`config.mk`:
```
export PLATFORM = sky130hd
export DESIGN_NAME = dmem_arbiter_flat
export DESIGN_NICKNAME = d
export VERILOG_FILES = /design/src/rtl/dmem_arbiter_if.sv /design/src/rtl/dmem_arbiter.sv /design/src/flat_wrapper.sv
export SDC_FILE = /design/constraint.sdc
export NUM_CORES = 1
export LEC_CHECK = 0
export BUFFER_PORTS_ARGS = -buffer_cell sky130_fd_sc_hd__buf_2
export CORE_AREA = 2 2 121 123
export CTS_CLUSTER_DIAMETER = 100
export CTS_CLUSTER_SIZE = 10
export DETAILED_ROUTE_END_ITERATION = 10
export DIE_AREA = 0 0 123 125
export MAX_ROUTING_LAYER = met4
export PLACE_DENSITY_LB_ADDON = 0.2
export SLEW_MARGIN = 25
export SYNTH_ARGS = -nofsm -noshare
export SYNTH_HDL_FRONTEND = slang
export SYNTH_SLANG_ARGS = --single-unit
```
`constraint.sdc`:
```
create_clock -name clk -period 5 [get_ports clk]
set_input_delay 0.5 -clock clk [delete_from_list [all_inputs] [get_ports clk]]
set_output_delay 0.5 -clock clk [all_outputs]
set_load 0.02 [all_outputs]
```
`src/rtl/dmem_arbiter_if.sv`:
```
// -----------------------------------------------------------------------------
// dmem_arbiter_if
//
// Purpose:
//   Bundles the three buses that meet at the data-memory arbiter: the CPU
//   M-stage access port, the DMA/debug access port and the single-ported data
//   memory. Clock and reset are not carried here.
//
// Modports:
//   slave  - the arbiter. It receives requests from the CPU and DMA, and the
//            memory read data. It drives the grant/enable, the memory command
//            and the read returns.
//   master - the surroundings (CPU pipeline, DMA engine, memory macro). This
//            is the mirror image of slave.
//
// Signal summary:
//   cpu_en_in          global CPU enable from the top level
//   cpu_en             enable to the CPU pipeline (low = frozen)
//   cpu_mem_write_en   CPU byte write enables, bit 3 = address byte 0
//   cpu_mem_read_en    CPU load request
//   cpu_mem_addr       CPU byte address
//   cpu_mem_write_data CPU store data
//   cpu_mem_read_data  load data presented to the CPU M stage
//   dma_req            DMA request, held until granted
//   dma_we             DMA byte write enables, 4'b0000 = read
//   dma_addr           DMA byte address
//   dma_wdata          DMA write data
//   dma_gnt            DMA access accepted this cycle
//   dma_rvalid         DMA read data valid
//   dma_rdata          DMA read data
//   mem_write_en       byte write enables to memory
//   mem_read_en        read enable to memory
//   mem_addr           byte address to memory
//   mem_write_data     write data to memory
//   mem_read_data      read data from memory, one cycle after mem_read_en
// -----------------------------------------------------------------------------
interface dmem_arbiter_if;

  // CPU M-stage port
  logic        cpu_en_in;
  logic        cpu_en;
  logic [3:0]  cpu_mem_write_en;
  logic        cpu_mem_read_en;
  logic [31:0] cpu_mem_addr;
  logic [31:0] cpu_mem_write_data;
  logic [31:0] cpu_mem_read_data;

  // DMA / debug port
  logic        dma_req;
  logic [3:0]  dma_we;
  logic [31:0] dma_addr;
  logic [31:0] dma_wdata;
  logic        dma_gnt;
  logic        dma_rvalid;
  logic [31:0] dma_rdata;

  // Data memory port
  logic [3:0]  mem_write_en;
  logic        mem_read_en;
  logic [31:0] mem_addr;
  logic [31:0] mem_write_data;
  logic [31:0] mem_read_data;

  modport slave (
    input  cpu_en_in,
    input  cpu_mem_write_en,
    input  cpu_mem_read_en,
    input  cpu_mem_addr,
    input  cpu_mem_write_data,
    output cpu_en,
    output cpu_mem_read_data,
    input  dma_req,
    input  dma_we,
    input  dma_addr,
    input  dma_wdata,
    output dma_gnt,
    output dma_rvalid,
    output dma_rdata,
    output mem_write_en,
    output mem_read_en,
    output mem_addr,
    output mem_write_data,
    input  mem_read_data
  );

  modport master (
    output cpu_en_in,
    output cpu_mem_write_en,
    output cpu_mem_read_en,
    output cpu_mem_addr,
    output cpu_mem_write_data,
    input  cpu_en,
    input  cpu_mem_read_data,
    output dma_req,
    output dma_we,
    output dma_addr,
    output dma_wdata,
    input  dma_gnt,
    input  dma_rvalid,
    input  dma_rdata,
    input  mem_write_en,
    input  mem_read_en,
    input  mem_addr,
    input  mem_write_data,
    output mem_read_data
  );

endinterface

```
`src/rtl/dmem_arbiter.sv`:
```
// -----------------------------------------------------------------------------
// dmem_arbiter
//
// Purpose:
//   Shares the single-ported data memory between the CPU M-stage port and a
//   DMA/debug requester. The CPU normally has priority. A DMA request that
//   has been denied MAX_WAIT consecutive cycles is forced through. It then
//   keeps the port for a burst of up to BURST_LEN back-to-back grants.
//   Whenever the CPU needs memory in a cycle it loses, the pipeline is frozen
//   through cpu_en. The last CPU load result is replayed from a holding
//   register, so the M stage sees stable data while it is frozen.
//
// Parameters:
//   MAX_WAIT   denied DMA request cycles before a forced grant (1..255)
//   BURST_LEN  maximum consecutive DMA grants once forced (1..255)
//
// Ports:
//   clk  rising-edge clock
//   rst  synchronous, active-low reset. While it is low, the grant, the CPU
//        enable, the memory enables and dma_rvalid are all held at 0.
//   bus  dmem_arbiter_if.slave. It carries the CPU, DMA and memory buses.
//
// Timing:
//   Grant, memory steering and cpu_en are combinational in the request cycle.
//   Writes commit at the grant edge. Read data returns exactly one cycle
//   after the grant.
// -----------------------------------------------------------------------------
module dmem_arbiter #(
  parameter int unsigned MAX_WAIT  = 4,
  parameter int unsigned BURST_LEN = 4
) (
  input  logic          clk,
  input  logic          rst,
  dmem_arbiter_if.slave bus
);

  typedef enum logic [0:0] {
    CPU_PRI   = 1'b0,
    DMA_BURST = 1'b1
  } state_e;

  localparam logic [7:0] MAX_WAIT_C  = 8'(MAX_WAIT);
  localparam logic [7:0] BURST_LEN_C = 8'(BURST_LEN);

  // Registered state
  state_e      state_q, state_d;
  logic [7:0]  wait_cnt_q, wait_cnt_d;
  logic [7:0]  burst_cnt_q, burst_cnt_d;
  logic        cpu_rd_pend_q, cpu_rd_pend_d;
  logic        dma_rd_pend_q, dma_rd_pend_d;
  logic [31:0] hold_q, hold_d;

  // Combinational decisions
  logic        cpu_req_s;
  logic        dma_win_s;
  logic [3:0]  mem_write_en_s;
  logic        mem_read_en_s;
  logic [31:0] mem_addr_s;
  logic [31:0] mem_write_data_s;

  // Request decode and arbitration decision; reset blocks every grant.
  always_comb begin
    cpu_req_s = bus.cpu_en_in & ((|bus.cpu_mem_write_en) | bus.cpu_mem_read_en);
    dma_win_s = 1'b0;
    if (rst && bus.dma_req &&
        (!cpu_req_s || (state_q == DMA_BURST) || (wait_cnt_q == MAX_WAIT_C))) begin
      dma_win_s = 1'b1;
    end else begin
      dma_win_s = 1'b0;
    end
  end

  // Memory port steering: the winner's fields, enables squashed in reset.
  always_comb begin
    mem_write_en_s   = 4'b0000;
    mem_read_en_s    = 1'b0;
    mem_addr_s       = 32'h0000_0000;
    mem_write_data_s = 32'h0000_0000;
    if (!rst) begin
      mem_write_en_s   = 4'b0000;
      mem_read_en_s    = 1'b0;
      mem_addr_s       = 32'h0000_0000;
      mem_write_data_s = 32'h0000_0000;
    end else if (dma_win_s) begin
      mem_write_en_s   = bus.dma_we;
      mem_read_en_s    = bus.dma_req & ~(|bus.dma_we);
      mem_addr_s       = bus.dma_addr;
      mem_write_data_s = bus.dma_wdata;
    end else if (bus.cpu_en_in) begin
      // Byte-lane order is passed through untouched (bit 3 = address byte 0).
      mem_write_en_s   = bus.cpu_mem_write_en;
      mem_read_en_s    = bus.cpu_mem_read_en;
      mem_addr_s       = bus.cpu_mem_addr;
      mem_write_data_s = bus.cpu_mem_write_data;
    end else begin
      mem_write_en_s   = 4'b0000;
      mem_read_en_s    = 1'b0;
      mem_addr_s       = 32'h0000_0000;
      mem_write_data_s = 32'h0000_0000;
    end
  end

  // DMA starvation counter: counts denied request cycles, saturating.
  always_comb begin
    wait_cnt_d = wait_cnt_q;
    if (!bus.dma_req || dma_win_s) begin
      wait_cnt_d = 8'd0;
    end else if (wait_cnt_q < MAX_WAIT_C) begin
      wait_cnt_d = wait_cnt_q + 8'd1;
    end else begin
      wait_cnt_d = wait_cnt_q;
    end
  end

  // Arbitration FSM next state and burst length tracking.
  always_comb begin
    state_d     = state_q;
    burst_cnt_d = burst_cnt_q;
    case (state_q)
      CPU_PRI: begin
        // Only a forced grant (won against a live CPU request) opens a
        // burst. Grants won while the CPU is idle leave the state alone.
        if (cpu_req_s && dma_win_s) begin
          if (BURST_LEN_C == 8'd1) begin
            state_d     = CPU_PRI;
            burst_cnt_d = 8'd0;
          end else begin
            state_d     = DMA_BURST;
            burst_cnt_d = 8'd1;
          end
        end else begin
          state_d     = CPU_PRI;
          burst_cnt_d = burst_cnt_q;
        end
      end
      DMA_BURST: begin
        if (!bus.dma_req) begin
          state_d     = CPU_PRI;
          burst_cnt_d = 8'd0;
        end else if (dma_win_s) begin
          if ((burst_cnt_q + 8'd1) == BURST_LEN_C) begin
            state_d     = CPU_PRI;
            burst_cnt_d = 8'd0;
          end else begin
            state_d     = DMA_BURST;
            burst_cnt_d = burst_cnt_q + 8'd1;
          end
        end else begin
          state_d     = DMA_BURST;
          burst_cnt_d = burst_cnt_q;
        end
      end
      default: begin
        state_d     = CPU_PRI;
        burst_cnt_d = 8'd0;
      end
    endcase
  end

  // Read-return tracking and CPU load replay register next values.
  always_comb begin
    cpu_rd_pend_d = mem_read_en_s & ~dma_win_s;
    dma_rd_pend_d = dma_win_s & ~(|bus.dma_we);
    hold_d        = hold_q;
    if (cpu_rd_pend_q) begin
      hold_d = bus.mem_read_data;
    end else begin
      hold_d = hold_q;
    end
  end

  // Output drive: grants, CPU freeze, memory command and read returns.
  always_comb begin
    bus.dma_gnt        = dma_win_s;
    // Freeze only when the CPU actually needs the port it just lost.
    bus.cpu_en         = rst & bus.cpu_en_in & ~(cpu_req_s & dma_win_s);
    bus.mem_write_en   = mem_write_en_s;
    bus.mem_read_en    = mem_read_en_s;
    bus.mem_addr       = mem_addr_s;
    bus.mem_write_data = mem_write_data_s;
    bus.dma_rvalid     = rst & dma_rd_pend_q;
    bus.dma_rdata      = bus.mem_read_data;
    // Fresh load data on the return cycle, otherwise the held copy. This
    // stops DMA read data from leaking into a frozen M stage.
    if (cpu_rd_pend_q) begin
      bus.cpu_mem_read_data = bus.mem_read_data;
    end else begin
      bus.cpu_mem_read_data = hold_q;
    end
  end

  // State registers with synchronous active-low reset.
  always_ff @(posedge clk) begin
    if (!rst) begin
      state_q       <= CPU_PRI;
      wait_cnt_q    <= 8'd0;
      burst_cnt_q   <= 8'd0;
      cpu_rd_pend_q <= 1'b0;
      dma_rd_pend_q <= 1'b0;
      hold_q        <= 32'h0000_0000;
    end else begin
      state_q       <= state_d;
      wait_cnt_q    <= wait_cnt_d;
      burst_cnt_q   <= burst_cnt_d;
      cpu_rd_pend_q <= cpu_rd_pend_d;
      dma_rd_pend_q <= dma_rd_pend_d;
      hold_q        <= hold_d;
    end
  end

endmodule

```
`src/flat_wrapper.sv`:
```
// flat-port wrapper written by rule: the top's interface ports become plain ports
module dmem_arbiter_flat 
#(
  parameter int unsigned MAX_WAIT  = 4,
  parameter int unsigned BURST_LEN = 4
)
  (clk, rst, bus_cpu_en_in, bus_cpu_mem_write_en, bus_cpu_mem_read_en, bus_cpu_mem_addr, bus_cpu_mem_write_data, bus_cpu_en, bus_cpu_mem_read_data, bus_dma_req, bus_dma_we, bus_dma_addr, bus_dma_wdata, bus_dma_gnt, bus_dma_rvalid, bus_dma_rdata, bus_mem_write_en, bus_mem_read_en, bus_mem_addr, bus_mem_write_data, bus_mem_read_data);
  dmem_arbiter_if bus_i ();
  input  logic clk;
  input  logic rst;
  input wire logic [$bits(bus_i.cpu_en_in)-1:0] bus_cpu_en_in;
  input wire logic [$bits(bus_i.cpu_mem_write_en)-1:0] bus_cpu_mem_write_en;
  input wire logic [$bits(bus_i.cpu_mem_read_en)-1:0] bus_cpu_mem_read_en;
  input wire logic [$bits(bus_i.cpu_mem_addr)-1:0] bus_cpu_mem_addr;
  input wire logic [$bits(bus_i.cpu_mem_write_data)-1:0] bus_cpu_mem_write_data;
  output wire logic [$bits(bus_i.cpu_en)-1:0] bus_cpu_en;
  output wire logic [$bits(bus_i.cpu_mem_read_data)-1:0] bus_cpu_mem_read_data;
  input wire logic [$bits(bus_i.dma_req)-1:0] bus_dma_req;
  input wire logic [$bits(bus_i.dma_we)-1:0] bus_dma_we;
  input wire logic [$bits(bus_i.dma_addr)-1:0] bus_dma_addr;
  input wire logic [$bits(bus_i.dma_wdata)-1:0] bus_dma_wdata;
  output wire logic [$bits(bus_i.dma_gnt)-1:0] bus_dma_gnt;
  output wire logic [$bits(bus_i.dma_rvalid)-1:0] bus_dma_rvalid;
  output wire logic [$bits(bus_i.dma_rdata)-1:0] bus_dma_rdata;
  output wire logic [$bits(bus_i.mem_write_en)-1:0] bus_mem_write_en;
  output wire logic [$bits(bus_i.mem_read_en)-1:0] bus_mem_read_en;
  output wire logic [$bits(bus_i.mem_addr)-1:0] bus_mem_addr;
  output wire logic [$bits(bus_i.mem_write_data)-1:0] bus_mem_write_data;
  input wire logic [$bits(bus_i.mem_read_data)-1:0] bus_mem_read_data;
  assign bus_i.cpu_en_in = bus_cpu_en_in;
  assign bus_i.cpu_mem_write_en = bus_cpu_mem_write_en;
  assign bus_i.cpu_mem_read_en = bus_cpu_mem_read_en;
  assign bus_i.cpu_mem_addr = bus_cpu_mem_addr;
  assign bus_i.cpu_mem_write_data = bus_cpu_mem_write_data;
  assign bus_cpu_en = bus_i.cpu_en;
  assign bus_cpu_mem_read_data = bus_i.cpu_mem_read_data;
  assign bus_i.dma_req = bus_dma_req;
  assign bus_i.dma_we = bus_dma_we;
  assign bus_i.dma_addr = bus_dma_addr;
  assign bus_i.dma_wdata = bus_dma_wdata;
  assign bus_dma_gnt = bus_i.dma_gnt;
  assign bus_dma_rvalid = bus_i.dma_rvalid;
  assign bus_dma_rdata = bus_i.dma_rdata;
  assign bus_mem_write_en = bus_i.mem_write_en;
  assign bus_mem_read_en = bus_i.mem_read_en;
  assign bus_mem_addr = bus_i.mem_addr;
  assign bus_mem_write_data = bus_i.mem_write_data;
  assign bus_i.mem_read_data = bus_mem_read_data;
  dmem_arbiter #(.MAX_WAIT(MAX_WAIT), .BURST_LEN(BURST_LEN)) u_core (.clk(clk), .rst(rst), .bus(bus_i));
endmodule
```
==> results by group, run 1 <==
Logic synthesis
  • Sequential share of the synthesized area: 0.297
  • Synth Flop Type: dfxtp_1
  • Most frequent cell after synthesis: nand2_1
  • Post-synth net total: 651
  • EDFF count, synth: 0
  • Largest area contributor in the netlist: dfxtp_1
  • Post-Synthesis Cells: 474
  • Post-Syn Area per Cell: 7.24 sq um
  • Yosys warnings: 0
  • Yosys top cell area share: 0.297
  • Synth async-reset ratio: 0
  • Yosys reg bits: 51
  • Mapped Area: 3430 sq um
  • Count of cell types in the netlist: 43
  • Area contributors post-synth: dfxtp_1, nand2_1, mux2_2, nand3_1, and2_1
  • Post-synth top cells: nand2_1, nand3_1, dfxtp_1, and2_1, buf_4

Floorplanning
  • Row count: 44
  • Die X: 123 um
  • # IOs: 309
  • Starting Density: 0.242
  • Die Height: 125 um

Global routing
  • Gr ovfl total: 0
  • Largest net degree at the start of global routing: 72
  • Initial antenna violation count: 0
  • All-Layer GR Usage: 0.153
  • Number of global-route vias before repair: 3767
  • First-pass GRT wire length: 18400 um

Clocking
  • CTS buffer count: 5
  • H-tree depth: 2
  • Hold bufs inserted after CTS: 0
  • Post-CTS Setup Bufs: 0
  • CTS resizes: 0
  • Clock Root Buffer: clkbuf_16
  • CTS Sinks: 51
  • Longest Clk Path Bufs: 2

Status
  • Run status: stopped before the end
  • Log Error: [ERROR DRT-0255] Maze Route cannot find path of net clk in worker of routeBox ( 96600 96600 ) ( 123000 125000 ).
  • Fail Step: detailed routing (5_2_route)

Placement
  • DP HPWL: 9650 um
  • Routability cong.: 0.908
  • Port bufs: 308
  • Cells after DPL: 905
==> per-stage QoR <==
stage	cell area (sq um)	setup slack [ns]	hold WS (ns)
after global routing	4990	1.52	0.493
after CTS	4990	1.49	0.476
after detailed placement	4840	1.52	0.451
after global placement	4840	1.60	0.442
after floorplan	3430	2.40	0.431
==> per-layer routing <==
| metal | track usage |
|---|---|
| met3 | 0.0301 |
| met1 | 0.174 |
| met2 | 0.274 |
| met5 | - |
| met4 | 0.0361 |
==> kinds of logic after synthesis <==
group / share of synthesized area
AND/OR/NAND/NOR: 0.390
buffers and inverters: 0.118
flip-flops: 0.297
multiplexers: 0.108
AO/OA/AOI/OAI: 0.0594
XOR/XNOR: 0.0128
adder cells (fa/ha/maj): 0.0146
==> run 2, diff against run 1 <==
- CORE_AREA: 2 2 121 123 -> unset
- CORE_UTILIZATION: unset -> 25
- CTS_CLUSTER_DIAMETER: 100 -> unset
- CTS_CLUSTER_SIZE: 10 -> unset
- DIE_AREA: 0 0 123 125 -> unset
- MAX_ROUTING_LAYER: met4 -> unset
- PLACE_DENSITY_LB_ADDON: 0.2 -> 0.15
==> results by group, run 2 <==
Timing
  • Endpoints failing setup: 0
  • Clock skew: 0.00828 ns
  • Minimum clock period: 3.60 ns
  • Period Utilization, post-route: 0.721
  • Hold Slack: 0.467 ns
  • Slew @ Worst Pin: 0.960 ns
  • Slew Viols, Final: 0
  • RSZ-0062 raised after global routing: false
  • Final hold vios: 0
  • Slew Limit Headroom: 0.360
  • Setup TNS: 0 ns
  • FMAX: 0.277 GHz
  • Setup ws final: 1.40 ns

Logic synthesis
  • Largest area contributor in the netlist: dfxtp_1
  • Yosys top cell area share: 0.297 (unchanged)
  • Mapped Area: 3430 sq um (unchanged)
  • EDFF count, synth: 0 (unchanged)
  • Count of cell types in the netlist: 43 (unchanged)
  • Yosys reg bits: 51 (unchanged)
  • Synth async-reset ratio: 0 (unchanged)
  • Sequential share of the synthesized area: 0.297 (unchanged)
  • Post-synth top cells: nand2_1, nand3_1, dfxtp_1, and2_1, buf_4
  • Synth Flop Type: dfxtp_1
  • Yosys warnings: 0 (unchanged)
  • Area contributors post-synth: dfxtp_1, nand2_1, mux2_2, nand3_1, and2_1
  • Most frequent cell after synthesis: nand2_1
  • Post-Syn Area per Cell: 7.24 sq um (unchanged)
  • Post-Synthesis Cells: 474 (unchanged)
  • Post-synth net total: 651 (unchanged)

Route
  • Vias: 4083
  • Final ANT Viol Nets: 0
  • DRC errors left: 0
  • Vias per inst: 4.51
  • Initial DRT Pass Iterations: 5
  • DRT iter0 DRCs: 162
  • Drt wl/cell: 14.3 um
  • Detailed Route WL: 12900 um

Placement
  • Pre-CTS worst setup slack: 1.37 ns (-0.150 ns)
  • DP HPWL: 10500 um (+8.3%)
  • Port bufs: 308 (unchanged)
  • Routability cong.: 0.951 (+4.8%)
  • Placed Area: 4840 sq um (about the same)

Floorplanning
  • Die area: 14200 sq um
  • Row count: 42 (-4.5%)
  • # IOs: 309 (unchanged)
  • Core box area: 13300 sq um
  • Starting Density: 0.258 (+0.0165)
  • Die Height: 119 um (-4.6%)
  • Die X: 119 um (-3.1%)

Critical path
  • Required @ worst endpoint: 4.50 ns
  • Critical Path Fanout Max: 72
  • Arr. time, crit path: 3.10 ns
  • CP max stage delay: 0.56 ns
  • Type of the worst setup path: in -> out
  • R2R Path Start: u_core.wait_cnt_q[3]
  • CP Cell Sequence: buf_2, or3_1, o31ai_1, o311ai_4, buf_4, inv_2, buf_4, nand2_1, nand2_1, buf_2
  • Worst R2R End: u_core.cpu_rd_pend_q
  • Critical Path Source: bus_cpu_mem_write_en[2]
  • Critical Path Sink Type: primary output
  • CP max stage cell: o31ai_1
  • Worst Setup EP: bus_mem_addr[7]
  • R2R Setup Slk: 2.90 ns
  • Crit start category: input port
  • Worst reg-to-reg path cell count: 5

Power
  • Sw power: 0.348 mW
  • Flop pwr share: 0.365
  • Pleak: 2.88 nW
  • Clock Power Share: 0.352
  • Sw Ratio: 0.305
  • Logic pwr share: 0.283
  • Worst VDD drop: 0.000149 V
  • Internal Power: 0.794 mW
  • Power density over cell area: 228 nW/um^2

Clocking
  • Worst-skew pair later-pin latency: 0.29 ns
  • CTS tree: built
  • Hold bufs inserted after CTS: 0 (unchanged)
  • CTS buffer count: 5 (unchanged)
  • H-tree depth: 2 (unchanged)
  • Worst-path clk slew: 0.07 ns
  • Longest Clk Path Bufs: 2 (unchanged)
  • Clock Root Buffer: clkbuf_16
  • Post-CTS Setup Bufs: 0 (unchanged)
  • CTS resizes: 0 (unchanged)
  • CTS Sinks: 51 (unchanged)

Global routing
  • Largest net degree at the start of global routing: 73 (+1.4%)
  • Gr ovfl total: 0 (unchanged)
  • All-Layer GR Usage: 0.175 (+0.0217)
  • Initial antenna violation count: 0 (unchanged)
  • First-pass GRT wire length: 19600 um (+6.6%)
  • Number of global-route vias before repair: 3773 (+0.16%)

Job
  • Maxcap violations: 0

Final layout
  • Antenna diodes: 0
  • Commonest non-fill, non-tap cell in the layout: buf_2
  • Largest register by flop count: u_core.hold_q
  • Post-layout util: 0.377
  • Commonest cells after routing, fill and taps aside: buf_2, nand2_1, nand3_1
  • Largest regs: u_core.hold_q x32, u_core.burst_cnt_q x8, u_core.wait_cnt_q x8
  • Max reg flops: 32
  • Layout area overhead: 46.1%
  • Final nets: 906
  • Ratio of cells with drive above 1 in the final layout: 0.493
  • Fin area: 5020 sq um

Status
  • Run status: finished, final reports clean

Worst hold path
  • Hold Crit Class: reg -> reg
## run 2: worst max-delay path: cells and delay by family
| kind | cells | cell delay, ns |
|---|---|---|
| buffers and inverters | 5 | 1.28 |
| AO/OA/AOI/OAI | 2 | 0.68 |
| AND/OR/NAND/NOR | 3 | 0.59 |
## run 2: through the flow
stage               power (mW)  cells
floorplan                0.616    474
global placement         0.750    898
detailed placement       0.752    898
CTS                       1.16    906
global route              1.21    906
finish                    1.14    906
## run 2: worst min path at each step
| stage | start | end | slack (ns) | cells past startpoint |
|---|---|---|---|---|
| CTS | u_core.wait_cnt_q[6] | u_core.wait_cnt_q[6] | 0.47 | 1 |
| global route | bus_dma_we[2] | u_core.dma_rd_pend_q | 0.50 | 3 |
| floorplan | u_core.wait_cnt_q[3] | u_core.wait_cnt_q[3] | 0.43 | 1 |
| finish | u_core.wait_cnt_q[6] | u_core.wait_cnt_q[6] | 0.47 | 1 |
| global placement | u_core.wait_cnt_q[6] | u_core.wait_cnt_q[6] | 0.44 | 1 |
| detailed placement | u_core.wait_cnt_q[6] | u_core.wait_cnt_q[6] | 0.45 | 1 |
## run 2: layout make-up
cell class | count | area, sq um
sequential | 51 | 1020
multi-input combinational | 354 | 2010
clock buffer | 6 | 139
timing repair buffer | 312 | 1570
clock inverter | 2 | 38.8
fill | 1455 | 8280
inverter | 5 | 18.8
tap | 176 | 220
## run 2: per-layer routing
metal / GRT usage / up-vias / wire length [um]
met5: 0 / - / 0
met4: 0.0435 / 0 / 167
met3: 0.0450 / 8 / 1180
met2: 0.304 / 214 / 6350
met1: 0.213 / 1813 / 5240
li1: - / 2048 / -
## run 2: power groups by stage
stage,Sequential [mW],Clock [mW],Combinational (mW)
3_5_place_dp,0.427,0,0.325
6_report,0.417,0.402,0.323
3_3_place_gp,0.426,0,0.324
5_1_grt,0.418,0.439,0.349
4_1_cts,0.417,0.421,0.326
2_1_floorplan,0.426,0,0.190
## run 2: logic make-up (layout without fill, tap and decap cells)
group                      count (synthesis)  after routing  synth area share
DFF                                       51             51             0.297
adders and majority gates                  4              4            0.0146
xor gates and xnor gates                   5              5            0.0128
muxes                                     33             33             0.108
buffers and inverters                     69            325             0.118
AOI/OAI and AO/OA                         26             26            0.0594
and+or+nand+nor                          286            286             0.390
No activity file was read; power rests on OpenSTA's default activity.
